`config.mk`:
```
export PLATFORM = sky130hd
export DESIGN_NAME = div_unit_flat
export DESIGN_NICKNAME = d
export VERILOG_FILES = /design/src/rtl/div_unit_pkg.sv /design/src/rtl/div_unit_if.sv /design/src/rtl/div_step.sv /design/src/rtl/div_unit.sv /design/src/flat_wrapper.sv
export SDC_FILE = /design/constraint.sdc
export NUM_CORES = 1
export LEC_CHECK = 0
export ABC_CLOCK_PERIOD_IN_PS = 4700
export CAP_MARGIN = 30
export CORE_MARGIN = 4
export CORE_UTILIZATION = 30
export DETAILED_ROUTE_END_ITERATION = 16
export SKIP_CTS_REPAIR_TIMING = 1
export SYNTH_ARGS = -nofsm -noshare
export SYNTH_HDL_FRONTEND = slang
export SYNTH_SLANG_ARGS = --single-unit
```
`constraint.sdc`:
```
create_clock -name clk -period 4.7 [get_ports clk]
set_clock_uncertainty 0.05 [all_clocks]
set_input_delay 0.705 -clock clk [delete_from_list [all_inputs] [get_ports clk]]
set_output_delay 0.705 -clock clk [all_outputs]
set_load 0.03 [all_outputs]
```
`src/rtl/div_unit_pkg.sv`:
```
// div_unit_pkg: shared divide op encoding, writeback select encoding and op decode helpers.
package div_unit_pkg;
  typedef enum logic [1:0] {DIV, DIVU, REM, REMU} div_op_t;
  typedef enum logic [2:0] {WB_ALU, WB_MEM, WB_PC4, WB_MUL, WB_DIV} wb_sel_t;
  function automatic logic op_signed(div_op_t op);
    return op == DIV || op == REM;
  endfunction
  function automatic logic op_rem(div_op_t op);
    return op == REM || op == REMU;
  endfunction
endpackage

```
`src/rtl/div_unit_if.sv`:
```
// div_unit_if: EX-stage divider request/stall/result bundle; master = pipeline, slave = divider.
interface div_unit_if #(parameter int XLEN = 32);
  import div_unit_pkg::*;
  logic            div_req;
  div_op_t         div_op;
  logic [XLEN-1:0] dividend;
  logic [XLEN-1:0] divisor;
  logic            pipe_enable;
  logic            flush;
  logic            div_wait;
  logic [XLEN-1:0] result;
  modport master (output div_req, div_op, dividend, divisor, pipe_enable, flush, input div_wait, result);
  modport slave (input div_req, div_op, dividend, divisor, pipe_enable, flush, output div_wait, result);
endinterface

```
`src/rtl/div_step.sv`:
```
// div_step: one combinational restoring-division iteration.
module div_step #(parameter int XLEN = 32) (
  input  logic [XLEN-1:0] rem_i,
  input  logic [XLEN-1:0] q_i,
  input  logic [XLEN-1:0] dvs_i,
  output logic [XLEN-1:0] rem_o,
  output logic [XLEN-1:0] q_o
);
  logic [XLEN:0] sh, diff;
  assign sh    = {rem_i, q_i[XLEN-1]};
  assign diff  = sh - {1'b0, dvs_i};
  assign rem_o = diff[XLEN] ? sh[XLEN-1:0] : diff[XLEN-1:0];
  assign q_o   = {q_i[XLEN-2:0], ~diff[XLEN]};
endmodule

```
`src/rtl/div_unit.sv`:
```
// div_unit: iterative restoring divider for DIV/DIVU/REM/REMU with div_wait stall output.
// DIV_RADIX4_EN chains two div_step stages so each BUSY cycle retires two quotient bits.
module div_unit import div_unit_pkg::*; #(parameter int XLEN = 32) (
  input logic       clk,
  input logic       reset_n,
  div_unit_if.slave bus
);
  localparam int CW = $clog2(XLEN);
  typedef enum logic [1:0] {IDLE, BUSY, DONE} state_t;
  state_t          state_q, state_d;
  div_op_t         op_q, op_d;
  logic [CW-1:0]   count_q, count_d;
  logic [XLEN-1:0] rem_q, rem_d, q_q, q_d, dvs_q, dvs_d, result_q, result_d;
  logic            qneg_q, qneg_d, rneg_q, rneg_d;
  logic [XLEN-1:0] rem_1, q_1, rem_s, q_s, a_abs, b_abs;
  logic            a_neg, b_neg;
  div_step #(.XLEN(XLEN)) u_step0 (.rem_i(rem_q), .q_i(q_q), .dvs_i(dvs_q), .rem_o(rem_1), .q_o(q_1));
`ifdef DIV_RADIX4_EN
  localparam logic [CW-1:0] LAST = CW'(XLEN/2-1);
  div_step #(.XLEN(XLEN)) u_step1 (.rem_i(rem_1), .q_i(q_1), .dvs_i(dvs_q), .rem_o(rem_s), .q_o(q_s));
`else
  localparam logic [CW-1:0] LAST = CW'(XLEN-1);
  assign rem_s = rem_1;
  assign q_s   = q_1;
`endif
  assign a_neg = op_signed(bus.div_op) & bus.dividend[XLEN-1];
  assign b_neg = op_signed(bus.div_op) & bus.divisor[XLEN-1];
  assign a_abs = a_neg ? -bus.dividend : bus.dividend;
  assign b_abs = b_neg ? -bus.divisor : bus.divisor;
  assign bus.div_wait = reset_n & ~bus.flush & ((state_q == IDLE & bus.div_req) | state_q == BUSY);
  assign bus.result   = result_q;
  always_comb begin
    state_d  = state_q;
    op_d     = op_q;
    count_d  = count_q;
    rem_d    = rem_q;
    q_d      = q_q;
    dvs_d    = dvs_q;
    qneg_d   = qneg_q;
    rneg_d   = rneg_q;
    result_d = result_q;
    if (bus.flush)
      state_d = IDLE;
    else if (state_q == IDLE && bus.div_req) begin
      op_d    = bus.div_op;
      qneg_d  = a_neg ^ b_neg;
      rneg_d  = a_neg;
      q_d     = a_abs;
      dvs_d   = b_abs;
      rem_d   = '0;
      count_d = '0;
      state_d = BUSY;
      // Divide-by-zero and signed overflow bypass the iteration entirely
      if (bus.divisor == '0) begin
        result_d = op_rem(bus.div_op) ? bus.dividend : '1;
        state_d  = DONE;
      end else if (op_signed(bus.div_op) && bus.dividend == {1'b1, {(XLEN-1){1'b0}}} && bus.divisor == '1) begin
        result_d = op_rem(bus.div_op) ? '0 : bus.dividend;
        state_d  = DONE;
      end
    end else if (state_q == BUSY) begin
      rem_d   = rem_s;
      q_d     = q_s;
      count_d = count_q + CW'(1);
      if (count_q == LAST) begin
        result_d = op_rem(op_q) ? (rneg_q ? -rem_s : rem_s) : (qneg_q ? -q_s : q_s);
        state_d  = DONE;
      end
    end else if (state_q == DONE && bus.pipe_enable)
      state_d = IDLE;
  end
  always_ff @(posedge clk) begin
    if (!reset_n) begin
      state_q  <= IDLE;
      op_q     <= DIV;
      count_q  <= '0;
      rem_q    <= '0;
      q_q      <= '0;
      dvs_q    <= '0;
      qneg_q   <= 1'b0;
      rneg_q   <= 1'b0;
      result_q <= '0;
    end else begin
      state_q  <= state_d;
      op_q     <= op_d;
      count_q  <= count_d;
      rem_q    <= rem_d;
      q_q      <= q_d;
      dvs_q    <= dvs_d;
      qneg_q   <= qneg_d;
      rneg_q   <= rneg_d;
      result_q <= result_d;
    end
  end
endmodule

```
`src/flat_wrapper.sv`:
```
// flat-port wrapper written by rule: the top's interface ports become plain ports
module div_unit_flat import div_unit_pkg::*;
#(parameter int XLEN = 32)
  (clk, reset_n, bus_div_req, bus_div_op, bus_dividend, bus_divisor, bus_pipe_enable, bus_flush, bus_div_wait, bus_result);
  div_unit_if #(.XLEN(XLEN)) bus_i ();
  input logic clk;
  input logic reset_n;
  input wire logic [$bits(bus_i.div_req)-1:0] bus_div_req;
  input wire logic [$bits(bus_i.div_op)-1:0] bus_div_op;
  input wire logic [$bits(bus_i.dividend)-1:0] bus_dividend;
  input wire logic [$bits(bus_i.divisor)-1:0] bus_divisor;
  input wire logic [$bits(bus_i.pipe_enable)-1:0] bus_pipe_enable;
  input wire logic [$bits(bus_i.flush)-1:0] bus_flush;
  output wire logic [$bits(bus_i.div_wait)-1:0] bus_div_wait;
  output wire logic [$bits(bus_i.result)-1:0] bus_result;
  assign bus_i.div_req = bus_div_req;
  assign bus_i.div_op = bus_div_op;
  assign bus_i.dividend = bus_dividend;
  assign bus_i.divisor = bus_divisor;
  assign bus_i.pipe_enable = bus_pipe_enable;
  assign bus_i.flush = bus_flush;
  assign bus_div_wait = bus_i.div_wait;
  assign bus_result = bus_i.result;
  div_unit #(.XLEN(XLEN)) u_core (.clk(clk), .reset_n(reset_n), .bus(bus_i));
endmodule
```
* After elaboration in Yosys (flattened, before gate mapping)
Index checks and enable logic that the tools add are counted.
** Word-level totals
- Register bits after elaboration :: 139
** Cells by class
- Add/subtract/negate cells :: 6
- Eq/ne operators :: 11
- Multiplexer cells :: 25
- Bitwise logic cells :: 10
- Reductions and logical operators :: 18
** Operator list (number)
- $mux W32 :: 17
- $neg A32 Y32 :: 4
- $eq A32 B32 Y1 const B :: 2
- $sub A33 B32 Y33 :: 1
- $logic_not A32 Y1 :: 1
- $mux W2 :: 6
- $eq A2 B2 Y1 const B :: 5
- $mux W5 :: 2
- $ne A3 B3 Y1 const B :: 2
- $reduce_and A2 Y1 :: 3
- $add A5 B1 Y5 const B :: 1
- $and A1 B1 Y1 :: 5
- $eq A5 B5 Y1 const B :: 1
- $logic_and A1 B1 Y1 :: 4
- $logic_not A2 Y1 :: 2
- $reduce_and A4 Y1 :: 1
- $reduce_bool A2 Y1 :: 2
- $logic_or A1 B1 Y1 :: 3
- $not A1 Y1 :: 3
- $reduce_bool A3 Y1 :: 1
- $eq A2 B1 Y1 const B :: 1
- $reduce_or A2 Y1 :: 1
- $or A1 B1 Y1 :: 1
- $xor A1 B1 Y1 :: 1

* Depth between registers and ports, before layout
Gate-level depths: netlist of run 1.
- Depth after elaboration :: 8
- Mapped depth :: 24
- Gate-level depth less buffers :: 21

* By module
From an unflattened synthesis of run 1, not the netlist that was laid out.
** Unflattened totals
- Cells, all modules :: 1439
- Area total of the unflattened synthesis :: 11169.5 µm²
** By module, submodules not included
- div_unit :: instances 1, cells each 1102, area each 8570.7 µm²
- div_step :: instances 1, cells each 337, area each 2598.7 µm²

* Least setup slack after synthesis of run 1
Ideal clock, no wire load.
- Path type :: flip-flop to flip-flop
- From :: reg u_core.q_q[31]
- To :: reg u_core.result_q[30] (netlist: u_core.bus.result[30])
- Setup time :: 0.131 ns
- Data arrival time :: 4.606 ns
- Path slack :: -0.087 ns
- Cell stages (with the launch flop) :: 25
- Buffers on the path :: 3
- Period minus slack after synthesis :: 4.787 ns
- Cells stage by stage :: dfxtp_1 > inv_1 > ha_1 > fa_1 > nand2b_1 > a21o_1 > a211o_1 > a21oi_1 > o21a_2 > nor2_1 > inv_1 > buf_2 > buf_2 > buf_2 > ha_1 > nand3_1 > nand3b_1 > or3_1 > o21ai_0 > xor2_1 > nand2_1 > o211ai_1 > nor2_1 > mux2i_1 > o211ai_1
** Between the ends
- Word-level cells in the longest chain between the ends :: 8
** Ends and longest elaborated chain
- start: declaration :: line div_unit.sv:13 : logic [XLEN-1:0] rem_q, rem_d, q_q, q_d, dvs_q, dvs_d, result_q, result_d;
- start signal: assignment :: line div_unit.sv:88 : q_q <= q_d;
- $sub A33 B32 Y33 :: line div_step.sv:11 : assign diff = sh - {1'b0, dvs_i};
- $mux W32 or $not A1 Y1 (tied branches) :: line div_step.sv:12, div_step.sv:13
- $neg A32 Y32 :: line div_unit.sv:66 : result_d = op_rem(op_q) ? (rneg_q ? -rem_s : rem_s) : (qneg_q ? -q_s : q_s);
- $mux W32 :: line div_unit.sv:66
- $mux W32 (*) :: line div_unit.sv:66
- $mux W32 (*) :: line div_unit.sv:65 : if (count_q == LAST) begin
- $mux W32 (*) :: line div_unit.sv:61 : end else if (state_q == BUSY) begin
- $mux W32 (*) :: line div_unit.sv:44 : else if (state_q == IDLE && bus.div_req) begin
- end signal: assignment :: line div_unit.sv:92 : result_q <= result_d;
- end: declaration :: line div_unit.sv:13
Mark *: on every way between the ends. The rest lies on a longest branch, timed or not. The select of a mux whose other input is x is not followed.
A chain may end at the register's enable or synchronous reset.

* Worst setup path in the final report of run 1
Same ends and word-level chain as after synthesis.

==> results of run 1 <==
[final timing paths]
check / startpoint / endpoint / slack, ns / cells past startpoint
max: u_core.q_q[31] / u_core.bus.result[30] / 0.23 / 21
min: u_core.bus.result[17] / u_core.bus.result[17] / 0.40 / 2
min reg2reg: u_core.bus.result[17] / u_core.bus.result[17] / 0.40 / 2
max reg2reg: u_core.q_q[31] / u_core.bus.result[30] / 0.23 / 21
[power by group through the flow]
stage	sequential [mW]	combinational [mW]	clock, mW
after floorplan	1.36	5.12	0
after global placement	1.40	7.17	0
after detailed placement	1.40	7.21	0
after CTS	1.38	7.25	1.52
after global routing	1.39	8.27	1.56
final	1.38	7.68	1.51
[routing by layer]
metal / track usage [%] / share of wire [%] / vias up
li1: - / - / 6213
met1: 28.3 / 43 / 6283
met2: 34.5 / 47 / 582
met3: 2.92 / 6.8 / 105
met4: 7.72 / 3.5 / 0
met5: 0 / 0 / -
[cells in the mapped netlist (all sizes together), types with 21 or more instances]
| library cell | n | area [um^2] |
|---|---|---|
| nand2 | 139 | 524 |
| o21ai | 110 | 554 |
| xnor2 | 64 | 561 |
| or4 | 23 | 184 |
| maj3 | 23 | 230 |
| a21oi | 154 | 778 |
| nand3 | 26 | 135 |
| dfxtp | 138 | 2760 |
| a22oi | 27 | 203 |
| nor4 | 21 | 174 |
| nor2 | 210 | 788 |
| inv | 57 | 214 |
| ha | 39 | 488 |
| o211ai | 23 | 178 |
| nand4 | 29 | 181 |
| o22ai | 42 | 263 |
| xor2 | 55 | 482 |
| a211oi | 46 | 345 |
| nor3 | 42 | 215 |
| buf | 27 | 133 |
| o31ai | 32 | 240 |
| clkbuf | 81 | 304 |
[through the flow]
step | worst slack, ns | utilization (%) | hold WS [ns]
detailed placement | 0.125 | 34.9 | 0.391
floorplan | 0.0244 | - | 0.401
CTS | 0.122 | 36.5 | 0.399
global route | -0.0131 | 36.8 | 0.423
global placement | 0.215 | 34.8 | 0.394
finish | 0.230 | 36.8 | 0.397
[final cells by class]
type	instances	area (um^2)	share of cell area, %
multi-input combinational	1333	8510	59.6
clock buffer	19	443	3.10
sequential	138	2760	19.4
timing repair buffer	159	1500	10.5
clock inverter	13	191	1.34
inverter	59	221	1.55
tap	518	648	4.54
[kinds of logic (layout without fill, tap and decap cells)]
logic type	Yosys count	in the layout	share of synthesized area, %
flip-flops	138	138	23.4
buffers and inverters	167	250	5.56
adder cells (fa/ha/maj)	63	63	6.24
AND/OR/NAND/NOR	575	575	23.7
XOR/XNOR	119	119	8.81
AO/OA/AOI/OAI	553	553	30.3
multiplexers	23	23	2.03
[state kept, by name, summed over array words and instances (netlist names)]
register and cells:
u_core.dvs_q 32, u_core.count_q 5, u_core.bus.result 32, u_core.qneg_q 1, u_core.rneg_q 1, u_core.q_q 32, u_core.state_q 2, u_core.op_q 1
u_core.rem_q 32
[critical path: stages, from the launching register on]
cell and delay (ns):
sky130_fd_sc_hd__dfxtp_1 0.34, sky130_fd_sc_hd__inv_1 0.05, sky130_fd_sc_hd__ha_1 0.20, sky130_fd_sc_hd__fa_1 0.42, sky130_fd_sc_hd__nand2b_1 0.20, sky130_fd_sc_hd__a21o_1 0.22, sky130_fd_sc_hd__a211o_4 0.36, sky130_fd_sc_hd__a21oi_4 0.17
sky130_fd_sc_hd__o21a_2 0.16, sky130_fd_sc_hd__nor2_2 0.05, sky130_fd_sc_hd__inv_1 0.13, sky130_fd_sc_hd__ha_2 0.24, sky130_fd_sc_hd__nand3_2 0.15, sky130_fd_sc_hd__nand3b_1 0.25, sky130_fd_sc_hd__or3_1 0.41, sky130_fd_sc_hd__o21ai_0 0.21
sky130_fd_sc_hd__xor2_1 0.17, sky130_fd_sc_hd__nand2_1 0.07, sky130_fd_sc_hd__o211ai_1 0.17, sky130_fd_sc_hd__a21oi_1 0.07, sky130_fd_sc_hd__mux2i_1 0.15, sky130_fd_sc_hd__o211ai_1 0.10
==> out/qor.csv, run 1 <==
stage;metric;value;unit
status;outcome;finished, final reports clean;
place;area post-placement;13500;um^2
clock_network;TritonCTS buffer count;17;
synthesis;asr flop ratio synth;0;%
route;DR WL/cell;20.6;um
synthesis;post-synthesis cell area;11800;um^2
route;Post-route DRC;0;
synthesis;gate count after technology mapping;1638;
worst_setup_path;worst path required time;4.96;ns
synthesis;top_reg_cell synth;sky130_fd_sc_hd__dfxtp_1;
synthesis;Syn. warnings;0;
clock_network;# clock sinks;138;
route;vias after detailed routing;13200;
worst_setup_path;Arr. time, crit path;4.73;ns
power;net switching fraction of the power;52.7;%
worst_setup_path;startpoint type of the worst setup path;flop;
clock_network;clock root cell;sky130_fd_sc_hd__clkbuf_16;
power;maximum vdd ir drop;0.000482;V
die;Die Span Y;207;um
clock_network;clk slew on worst S/H paths;0.06;ns
final_layout;Total Nets Final;1819;
die;Core Box Area;38800;um^2
power;Internal Pwr Total;4.99;mW
final_layout;diodes inserted;0;
global_route;GRT Util Overall;21.1;%
worst_setup_path;category of the worst setup path capture point;flop;
synthesis;proportion of synthesized chip area in sequential cells;23.4;%
global_route;Remaining Overflow, GRT;0;
sta;minimum clock period;4.47;ns
final_layout;number of standard cells in the final layout excluding fillers;2239;
sta;Slew Limit Fails;0;
sta;actual slew at the worst max-slew pin;1.00;ns
sta;portion of the clock cycle consumed by the worst path in the final layout;95.1;%
final_layout;Area Overhead vs Synth;20.6;%
worst_hold_path;classification of the worst-slack hold path;flop to flop;
clock_network;TritonCTS clock tree;done;
synthesis;Post-synth EDFFs;0;
power;total net switching power;5.57;mW
die;starting utilization of the core area;30.5;%
sta;sum of negative setup slack;0;ns
route;Detail Route Antenna Nets;0;
die;I/O pin cnt;104;
worst_setup_path;maximum fanout along the worst path;4;
route;routed wire length;46000;um
final_layout;share of cells above drive strength 1;8.25;%
power;proportion of power drawn by flip-flops and latches;13.1;%
clock_network;maximum buffer depth of the clock tree;2;
clock_network;worst skew pair latency;0.44;ns
synthesis;syn_area_per_cell;7.22;um^2
synthesis;count of state elements after synthesis;138;
final_layout;fill cell instance count of the final layout;3996;
sta;maximum clock frequency;224;MHz
place;Final GP Congestion;0.963;
route;post-detailed-route via-to-cell ratio;5.89;
job;max-capacitance violation count;0;
worst_setup_path;worst setup path class;flop to flop;
synthesis;count of unique library cells instantiated by Yosys;93;
die;FP Rows;72;
power;Clock power frac;14.3;%
sta;worst max-slew margin expressed relative to the limit;33.0;%
die;die boundary width;207;um
power;power consumption;10.6;mW
power;Gate power share;72.7;%
global_route;global-route wire length before repair;71300;um
power;power density normalized to cell area;740;nW/um^2
clock_network;H-tree levels;4;
place;number of cells in the design after placement;2204;
power;leakage component of the power;5.19;nW
final_layout;most common cell after layout, fill and taps aside;sky130_fd_sc_hd__nor2_1;
die;full die area;42700;um^2
place;placed wire-length estimate;35100;um
synthesis;syn nets;1749;
sta;count of endpoints failing hold in the final timing report;0;
final_layout;area of all placed cells without fillers;14300;um^2
global_route;largest net degree at the start of global routing;99;
global_route;initial antenna violation count;1;
global_route;number of global-route vias before repair;12100;
place;count of port buffers added during placement;103;
route;detailed router's first-iteration violation count;1295;
route;first-pass iteration count of the detailed router;5;
sta;setup-violating endpoint count in the final report;0;
final_layout;top library cells by usage in the layout, fill and taps aside;sky130_fd_sc_hd__nor2_1 (207), sky130_fd_sc_hd__a21oi_1 (150), sky130_fd_sc_hd__nand2_1 (137), sky130_fd_sc_hd__dfxtp_1 (137), sky130_fd_sc_hd__clkdlybuf4s50_1 (103);
Note: power is estimated with default switching activity, not from simulation.
==> run 2, diff against run 1 <==
--- a/config.mk
+++ b/config.mk
@@ -9,6 +9,7 @@
 export CAP_MARGIN = 30
 export CORE_MARGIN = 4
 export CORE_UTILIZATION = 30
+export CTS_CLUSTER_SIZE = 30
 export DETAILED_ROUTE_END_ITERATION = 16
 export SKIP_CTS_REPAIR_TIMING = 1
 export SYNTH_ARGS = -nofsm -noshare
==> results of run 2 <==
The final DEF is identical to that of run 1; final timing and power are the same.
